File: src/rtl/apb_req_bridge_pkg.sv
// apb_req_bridge shared types and defaults.
// State encoding, default widths and the zero response-data constant.
package apb_req_bridge_pkg;

  localparam int unsigned ADDR_W_DEF  = 32;
  localparam int unsigned DATA_W_DEF  = 32;
  localparam int unsigned TIMEOUT_DEF = 255;

  // read data returned for writes and aborted transfers
  localparam int unsigned RSP_ZERO = 0;

  typedef enum logic [1:0] {
    IDLE,
    SETUP,
    ACCESS,
    RESP
  } state_t;

endpackage

File: src/rtl/apb_req_timeout.sv
// apb_req_timeout: ACCESS wait counter for apb_req_bridge.
// Cleared on clr, counts on en, flags expire at LIMIT.
module apb_req_timeout #(
  parameter int unsigned LIMIT = 255,
  localparam int unsigned CW =
    (LIMIT < 1) ? 1 : $clog2(LIMIT + 1)
) (
  input  logic clk,
  input  logic rst_n,
  input  logic clr,
  input  logic en,
  output logic expire
);

  logic [CW-1:0] cnt;

  assign expire = (cnt == CW'(LIMIT));

  always_ff @(posedge clk or negedge rst_n) begin
    if (!rst_n) begin
      cnt <= '0;
    end else if (clr) begin
      cnt <= '0;
    end else if (en && !expire) begin
      cnt <= cnt + CW'(1);
    end
  end

endmodule

File: src/rtl/apb_req_bridge.sv
// apb_req_bridge: single-outstanding request stream to APB bridge.
// Define APB_REQ_BRIDGE_TIMEOUT_EN to abort stalled ACCESS phases.
module apb_req_bridge
  import apb_req_bridge_pkg::*;
#(
  parameter int unsigned ADDR_W      = ADDR_W_DEF,
  parameter int unsigned DATA_W      = DATA_W_DEF,
  parameter int unsigned TIMEOUT_CYC = TIMEOUT_DEF
) (
  input  logic              i_clk,
  input  logic              i_rstn,
  input  logic              i_req_valid,
  output logic              o_req_ready,
  input  logic [ADDR_W-1:0] i_req_addr,
  input  logic [DATA_W-1:0] i_req_wdata,
  input  logic              i_req_write,
  output logic              o_rsp_valid,
  input  logic              i_rsp_ready,
  output logic [DATA_W-1:0] o_rsp_data,
  output logic              o_rsp_err,
  output logic              o_psel,
  output logic              o_penable,
  output logic              o_pwrite,
  output logic [ADDR_W-1:0] o_paddr,
  output logic [DATA_W-1:0] o_pwdata,
  input  logic [DATA_W-1:0] i_prdata,
  input  logic              i_pready,
  input  logic              i_pslverr
);

  state_t state;
  logic   tmo_expire;

`ifdef APB_REQ_BRIDGE_TIMEOUT_EN
  apb_req_timeout #(
    .LIMIT (TIMEOUT_CYC)
  ) u_timeout (
    .clk    (i_clk),
    .rst_n  (i_rstn),
    .clr    (state == SETUP),
    .en     ((state == ACCESS) && !i_pready),
    .expire (tmo_expire)
  );
`else
  logic unused_tmo;
  assign unused_tmo = |TIMEOUT_CYC;
  assign tmo_expire = 1'b0;
`endif

  // APB address/data registers double as the request capture
  always_ff @(posedge i_clk or negedge i_rstn) begin
    if (!i_rstn) begin
      state       <= IDLE;
      o_req_ready <= 1'b0;
      o_rsp_valid <= 1'b0;
      o_rsp_data  <= '0;
      o_rsp_err   <= 1'b0;
      o_psel      <= 1'b0;
      o_penable   <= 1'b0;
      o_pwrite    <= 1'b0;
      o_paddr     <= '0;
      o_pwdata    <= '0;
    end else begin
      unique case (state)
        IDLE: begin
          o_req_ready <= 1'b1;
          if (i_req_valid && o_req_ready) begin
            o_paddr     <= i_req_addr;
            o_pwdata    <= i_req_wdata;
            o_pwrite    <= i_req_write;
            o_psel      <= 1'b1;
            o_req_ready <= 1'b0;
            state       <= SETUP;
          end
        end
        SETUP: begin
          o_penable <= 1'b1;
          state     <= ACCESS;
        end
        ACCESS: begin
          if (i_pready) begin
            o_psel      <= 1'b0;
            o_penable   <= 1'b0;
            o_rsp_valid <= 1'b1;
            o_rsp_err   <= i_pslverr;
            o_rsp_data  <= o_pwrite ?
                           DATA_W'(RSP_ZERO) : i_prdata;
            state       <= RESP;
          end else if (tmo_expire) begin
            o_psel      <= 1'b0;
            o_penable   <= 1'b0;
            o_rsp_valid <= 1'b1;
            o_rsp_err   <= 1'b1;
            o_rsp_data  <= DATA_W'(RSP_ZERO);
            state       <= RESP;
          end
        end
        RESP: begin
          if (i_rsp_ready) begin
            o_rsp_valid <= 1'b0;
            o_req_ready <= 1'b1;
            state       <= IDLE;
          end
        end
        default: state <= IDLE;
      endcase
    end
  end

endmodule

File: config.mk
export PLATFORM = sky130hd
export DESIGN_NAME = apb_req_bridge
export DESIGN_NICKNAME = d
export VERILOG_FILES = /design/src/rtl/apb_req_bridge_pkg.sv /design/src/rtl/apb_req_timeout.sv /design/src/rtl/apb_req_bridge.sv
export SDC_FILE = /design/constraint.sdc
export NUM_CORES = 1
export LEC_CHECK = 0
export ABC_AREA = 1
export ABC_CLOCK_PERIOD_IN_PS = 4850
export BUFFER_PORTS_ARGS = -buffer_cell sky130_fd_sc_hd__buf_4
export CAP_MARGIN = 20
export CORE_UTILIZATION = 47
export CTS_BUF_LIST = sky130_fd_sc_hd__clkbuf_8
export DETAILED_ROUTE_END_ITERATION = 7
export PLACE_DENSITY = 0.76
export SYNTH_ARGS = -nofsm -noshare
export SYNTH_HDL_FRONTEND = slang
export SYNTH_SLANG_ARGS = --single-unit
File: constraint.sdc
create_clock -name i_clk -period 4.85 [get_ports i_clk]
set_clock_uncertainty 0.15 [all_clocks]
set_input_delay 0.2425 -clock i_clk [delete_from_list [all_inputs] [get_ports i_clk]]
set_output_delay 0.2425 -clock i_clk [all_outputs]
set_load 0.02 [all_outputs]
==> metrics.md, run 1 <==
| Metric | Value |
|---|---|
| Largest fanout on the critical path | 36 |
| Tot GR Track Use | 0.2640 |
| WP data arrival | 2.18 ns |
| Antenna Violating Nets Remaining | 0 |
| Worst hold path class | input pin to flop |
| WP data required | 4.94 ns |
| Final wirelength | 12490 microns |
| Hold Path Depth | 3 |
| Skew-Pair Late Insertion Delay | 0.35 ns |
| Area of the mapped netlist | 4409 sq um |
| H-tree levels | 3 |
| Reg2reg end | o_paddr[20] |
| Highest Signal Layer | met4 |
| WP buf/inv | 2 |
| Core area | 8891 sq um |
| Post-layout min period | 2.096 ns |
| Seq/Total Area, Yosys | 0.5902 |
| FF-to-FF Start | state[0] |
| Run status | completed |
| R2r setup slk | 2.75 ns |
| Largest net degree at the start of global routing | 96 |
| Share of layout cells above drive strength 1 | 0.3386 |
| Post-synthesis register bit count | 104 |
| Worst VDD drop | 0.3287 mV |
| Hpwl dp | 7493 microns |
| Port Buffer Count | 204 |
| Die Width | 98.86 microns |
| Nets | 867 |
| Yosys cell types | 17 |
| Top-area cell type share of the netlist area | 0.5902 |
| P per Cell Area | 584.0 nW/um^2 |
| Top cell type by total area after synthesis | dfrtp_1 |
| Drt first pass iters | 4 |
| CP Launch Type | flop |
| Total clock buffers created by CTS | 9 |
| Die height | 98.86 microns |
| Hold_ws | 0.01217 ns |
| Hold Crit Start | i_prdata[31] |
| Delay of the slowest critical-path stage | 0.42 ns |
| CTS tree | built |
| Syn nets | 579 |
| Gpl congestion | 0.7920 |
| Final Setup Violations | 0 |
| Via count | 4117 |
| Cells after synthesis | 470 |
| Initial drt markers | 151 |
| Routed length per instance | 14.33 microns |
| Final period utilization | 0.4321 |
| Clock sinks | 104 |
| CP top delay family | buffers and inverters |
| Residual DRC | 0 |
| Power, Total | 0.004123 W |
| Max Cap Violations | 0 |
| Area grow syn2layout | 60.13% |
| Max-slew violation count | 0 |
| CP cell instances | inv_1 -> ha_1 -> nand3_4 -> buf_4 -> nand2_1 -> o21ai_2 |
| Clock transition at path regs | 0.10 ns |
| Leak Pwr | 3.804 nW |
| Synth warn | 0 |
| Crit end category | flop |
| DIE AREA | 9772 sq um |
| I/O pins | 205 |
| Fraction of registers with async set/reset | 1.000 |
| Crit Path Class | flop to flop |
| Clk root buf | clkbuf_8 |
| Final TNS setup | 0 ns |
| Antenna violations before repair | 0 |
| Primary FF master, synth | dfrtp_1 |
| Post-synth EDFFs | 0 |
| Worst Hold Path EP | o_rsp_data[31] |
| GRT overflow | 0 |
| CTS max path bufs | 2 |
| DR vias/cell | 4.727 |
| Hold Vio Cnt, Final | 0 |
| M1 wire length | 4758 microns |
| Slew headroom | 0.3541 |
| Worst-margin pin slew | 0.9678 ns |
| Global-route wire length before repair | 20180 microns |
| Routed length on met2 | 6708 microns |
| Unrepaired setup endpoints after global routing | false |
| Main area contributors after synthesis | dfrtp_1, nand2_1, o21ai_2 |
| Mean Syn Cell Area | 9.381 sq um |
| CP max stage cell | dfrtp_1 |
| Met3 wire len | 548 microns |
| Vias in the first global route | 4342 |
| Starting density of the core | 0.4959 |
| FF-to-FF path depth | 6 |
| Fmax | 0.4772 GHz |
| FP Rows | 34 |
==> flip-flops by register name, summed over array words and instances (netlist names) <==
name	cells
o_rsp_err	1
state	2
o_req_ready	1
o_rsp_data	32
o_rsp_valid	1
o_pwrite	1
o_paddr	32
o_penable	1
o_pwdata	32
o_psel	1
==> cell usage after synthesis (3+ instances only) <==
cell type	instances
inv_1	75
clkbuf_1	5
nand4_1	3
buf_2	4
dfrtp_1	104
nand3_1	4
buf_6	13
o21ai_0	34
o21ai_2	35
ha_1	6
o21ai_1	29
nand2_1	152
==> worst register-to-register path, stage by stage (launching register included) <==
cell	delay, ns
dfrtp_1	0.42
inv_1	0.14
ha_1	0.29
nand3_4	0.36
buf_4	0.40
nand2_1	0.15
o21ai_2	0.06
==> stage by stage <==
step	setup WS, ns	util	std cells	area, sq um
final	2.754	0.7941	871	7061
after global routing	2.599	0.7938	870	7058
after CTS	2.064	0.7907	869	7030
after detailed placement	2.107	0.6651	761	5913
after global placement	2.176	0.6651	761	5913
after floorplan	3.311	-	470	4409
==> worst max-delay path by stage <==
| stage | startpoint | endpoint | slack [ns] | cells past startpoint |
|---|---|---|---|---|
| detailed placement | state[0] | o_paddr[31] | 2.11 | 6 |
| floorplan | state[0] | o_pwrite | 3.31 | 7 |
| global route | state[0] | o_paddr[26] | 2.60 | 6 |
| finish | state[0] | o_paddr[20] | 2.75 | 6 |
| global placement | state[0] | o_paddr[20] | 2.18 | 6 |
| CTS | state[0] | o_paddr[31] | 2.06 | 6 |
==> routing by layer <==
layer  vias up  GRT usage
met5         -          0
met2       146     0.4836
li1       2018          -
met1      1915     0.2959
met3        38    0.04113
met4         0     0.1378
==> kinds of logic after synthesis <==
kind of cell,synth area share
compound gates,0.1439
fa+ha+maj,0.01703
flops,0.5902
buf+inv,0.1075
simple gates,0.1413
==> cell usage in the layout, fill, tap and decap left out, types with 2 or more instances in the layout <==
| cell type | Yosys | final |
|---|---|---|
| o21ai_0 | 34 | 34 |
| clkinvlp_4 | 0 | 2 |
| ha_1 | 6 | 6 |
| nand4_1 | 3 | 3 |
| nand3_1 | 4 | 4 |
| o21ai_2 | 35 | 35 |
| o21ai_1 | 29 | 29 |
| buf_4 | 0 | 207 |
| inv_1 | 75 | 76 |
| dlygate4sd3_1 | 0 | 93 |
| clkbuf_8 | 0 | 9 |
| dfrtp_1 | 104 | 104 |
| nand2_1 | 152 | 152 |
==> cell type report <==
cell class,instances,area (sq um)
Antenna cell,1,2.502
Clock buffer,9,123.9
Clock inverter,6,62.56
Fill cell,562,1831
Inverter,75,281.5
Multi-Input combinational cell,267,1340
Sequential cell,104,2603
Tap cell,108,135.1
Timing Repair Buffer,301,2512
==> where the power goes <==
| part | switching, W | internal (W) |
|---|---|---|
| clock network | 0.000287 | 0.000234 |
| logic | 0.00122 | 0.000879 |
| registers | 0.000234 | 0.00126 |
==> repair_timing <==
| action | 4_1_cts | 5_1_grt |
|---|---|---|
| endpoints found under the hold margin | 140 | 0 |
| resized for setup | 0 | 0 |
| hold buffers | 93 | 0 |
| setup buffers | 0 | 0 |
Power figures use the tool's default switching activity.
==> run 2: changes to the inputs <==
- ABC_AREA: 1 -> 0
- ABC_CLOCK_PERIOD_IN_PS: 4850 -> 2100
- PLACE_DENSITY: 0.76 -> 0.78
- clock period: 4.85 -> 2.1 ns (I/O delays scaled with it)
==> metrics.md, run 2 <==
| Metric | Value |
|---|---|
| Vias in the first global route | 3796 (-13%) |
| WP data arrival | 2.04 ns (-0.14 ns) |
| Mean Syn Cell Area | 13.17 sq um (+40%) |
| Worst hold path class | input pin to async pin |
| Total clock buffers created by CTS | 9 (unchanged) |
| FF-to-FF Start | state[1] |
| Slew headroom | 0.4596 (+0.1055) |
| Primary FF master, synth | dfrtp_1 |
| Syn nets | 423 (-27%) |
| Largest net degree at the start of global routing | 52 (-46%) |
| Top Registers | o_paddr (32), o_pwdata (32), o_rsp_data (32) |
| Crit Path Class | flop to flop |
| Clk root buf | clkbuf_8 |
| Die height | 95.80 microns (-3.1%) |
| Starting density of the core | 0.4934 (-0.002562) |
| Leak Pwr | 3.430 nW (-9.8%) |
| Post-synthesis register bit count | 104 (unchanged) |
| Post-synth EDFFs | 0 (unchanged) |
| Antenna Violating Nets Remaining | 0 (unchanged) |
| Final period utilization | 0.9299 (+0.4978) |
| CP cell instances | inv_1 -> ha_1 -> a222oi_1 -> mux2_1 |
| P per Cell Area | 1399 nW/um^2 (+140%) |
| Via count | 3560 (-14%) |
| DIE AREA | 9178 sq um (-6.1%) |
| Post-layout min period | 1.953 ns (-0.1429 ns) |
| Area of the mapped netlist | 4135 sq um (-6.2%) |
| DR vias/cell | 4.883 (+3.3%) |
| CP top delay family | compound AO/OA/AOI/OAI gates |
| Fraction of registers with async set/reset | 1.000 (unchanged) |
| GRT overflow | 0 (unchanged) |
| Most common cell in the synthesized netlist | dfrtp_1 |
| WP buf/inv | 1 (-1) |
| Post-DP Area | 5803 sq um (-1.9%) |
| Global-route wire length before repair | 18350 microns (-9.1%) |
| Finished Cell Area | 7018 sq um (-0.60%) |
| Most frequent cells after synthesis | dfrtp_1, mux2_2, nand2_1, o21ai_0, nand2b_1 |
| Skew-Pair Late Insertion Delay | 0.34 ns (about the same) |
| Max-slew violation count | 0 (unchanged) |
| Routed length per instance | 16.67 microns (+16%) |
| Drt first pass iters | 4 (unchanged) |
| Clock transition at path regs | 0.10 ns (about the same) |
| CP max stage cell | a222oi_1 |
| CTS max path bufs | 2 (unchanged) |
| Port Buffer Count | 204 (unchanged) |
| Most common cell after layout, fill and taps aside | buf_4 |
| Top-area cell type share of the netlist area | 0.6293 (+0.03911) |
| H-tree levels | 3 (unchanged) |
| Unrepaired setup endpoints after global routing | false |
| Final non-filler cell total | 729 (-16%) |
| Synth warn | 0 (unchanged) |
| Residual DRC | 0 (unchanged) |
| Share of layout cells above drive strength 1 | 0.4311 (+0.09251) |
| Worst VDD drop | 0.8946 mV (+170%) |
| FP Rows | 33 (-2.9%) |
| Diodes inserted | 0 (-1) |
| Cells after synthesis | 314 (-33%) |
| Max Cap Violations | 0 (unchanged) |
| CP startpoint | state[1] |
| Final TNS setup | 0 ns (unchanged) |
| Antenna violations before repair | 0 (unchanged) |
| Run status | completed |
| Gpl congestion | 0.7358 (-7.1%) |
| WP data required | 2.18 ns (-2.76 ns) |
| Main area contributors after synthesis | dfrtp_1, mux2_2, mux2_1 |
| PostCTS Resize Cnt | 0 (unchanged) |
| Post-CTS Setup Inserts | 0 (unchanged) |
| Hold Vio Cnt, Final | 0 (unchanged) |
| Hpwl dp | 7113 microns (-5.1%) |
| # hold bufs at CTS | 102 (+9.7%) |
| Die Width | 95.80 microns (-3.1%) |
| Worst-margin pin slew | 0.8107 ns (-0.1572 ns) |
| CTS tree | built |
| Top cell type by total area after synthesis | dfrtp_1 |
| Nets | 729 (-16%) |
| Clock sinks | 104 (unchanged) |
| Tot GR Track Use | 0.2672 (+0.003216) |
| Seq/Total Area, Yosys | 0.6293 (+0.03911) |
| Crit end category | flop |
| FF-to-FF path depth | 4 (-2) |
| Hold_ws | 0.06850 ns (+0.05633 ns) |
| Initial drt markers | 39 (-74%) |
| Final Setup Violations | 0 (unchanged) |
| Cell count along the critical path | 4 (-2) |
| Core area | 8382 sq um (-5.7%) |
| Commonest non-fill, non-tap cells in the layout | buf_4, dfrtp_1, dlygate4sd3_1, mux2_2, o21ai_0 |
| Yosys cell types | 17 (unchanged) |
| Area grow syn2layout | 69.71% |
| Placed Cells | 612 (-20%) |
| Final wirelength | 12150 microns (-2.7%) |
| I/O pins | 205 (unchanged) |
| Fmax | 0.5121 GHz (+7.3%) |
| Delay of the slowest critical-path stage | 0.53 ns (+0.11 ns) |
| CP Launch Type | flop |
| Largest fanout on the critical path | 5 (-86%) |
## run 2: cell count changes after synthesis, moves of 3 or more
cell      previous run  this run
o21ai_2             35         0
nand4_1              3         0
inv_1               75         5
buf_6               13         3
nand2b_1             0        33
o21ai_1             29         0
o21ai_0             34        37
mux2_2               0        42
mux2_1               0        25
clkbuf_1             5         9
nand2_1            152        37
## run 2: power breakdown
part | switching, W | internal, W | total, W
logic | 0.00255 | 0.00236 | 0.00492
clock network | 0.000676 | 0.000579 | 0.00126
registers | 0.000653 | 0.00299 | 0.00364
total | 0.00388 | 0.00593 | 0.00982
## run 2: worst reg2reg max path, cell delays in order, from the launching register on
cell      delay, ns
dfrtp_1        0.42
inv_1          0.11
ha_1           0.26
a222oi_1       0.53
mux2_1         0.38
## run 2: per-stage QoR
step           power [W]  worst slack [ns]    util
6_report        0.009816            0.1473  0.8373
5_1_grt          0.01038           0.03359  0.8373
4_1_cts         0.009744            0.1380  0.8373
3_5_place_dp    0.008341            0.1572  0.6923
3_3_place_gp    0.008152            0.2971  0.6923
2_1_floorplan   0.006157            0.3365       -
## run 2: cells by family (layout without fill, tap and decap cells)
kind of cell,Yosys count,after routing,synth area share
AO/OA/AOI/OAI,40,40,0.05144
buffers and inverters,22,332,0.02693
multiplexers,69,69,0.1873
AND/OR/NAND/NOR,73,73,0.08684
flip-flops,104,104,0.6294
adder cells (fa/ha/maj),6,6,0.01815
## run 2: path summary, 6_finish.rpt
check | to | slack [ns]
min in group i_clk | o_rsp_data[11] | 0.35
min reg2reg | o_rsp_data[11] | 0.35
max reg2reg | state[1] | 0.15
max | state[1] | 0.15
max in group asynchronous | o_pwdata[26] | 1.00
min | o_rsp_data[31] | 0.07
## run 2: final cells by class
| class | count | area, sq um |
|---|---|---|
| Clock buffer | 10 | 137.6 |
| Clock inverter | 5 | 56.30 |
| Tap cell | 105 | 131.4 |
| Timing Repair Buffer | 312 | 2635 |
| Sequential cell | 104 | 2603 |
| Multi-Input combinational cell | 188 | 1436 |
| Inverter | 5 | 18.77 |
| Fill cell | 432 | 1364 |
## run 2: layer usage
| layer | GRT usage | part of all wire | vias up |
|---|---|---|---|
| li1 | - | - | 1660 |
| met1 | 0.3039 | 0.38 | 1720 |
| met2 | 0.4851 | 0.52 | 155 |
| met3 | 0.06951 | 0.076 | 25 |
| met4 | 0.09204 | 0.020 | 0 |
| met5 | 0 | 0 | - |
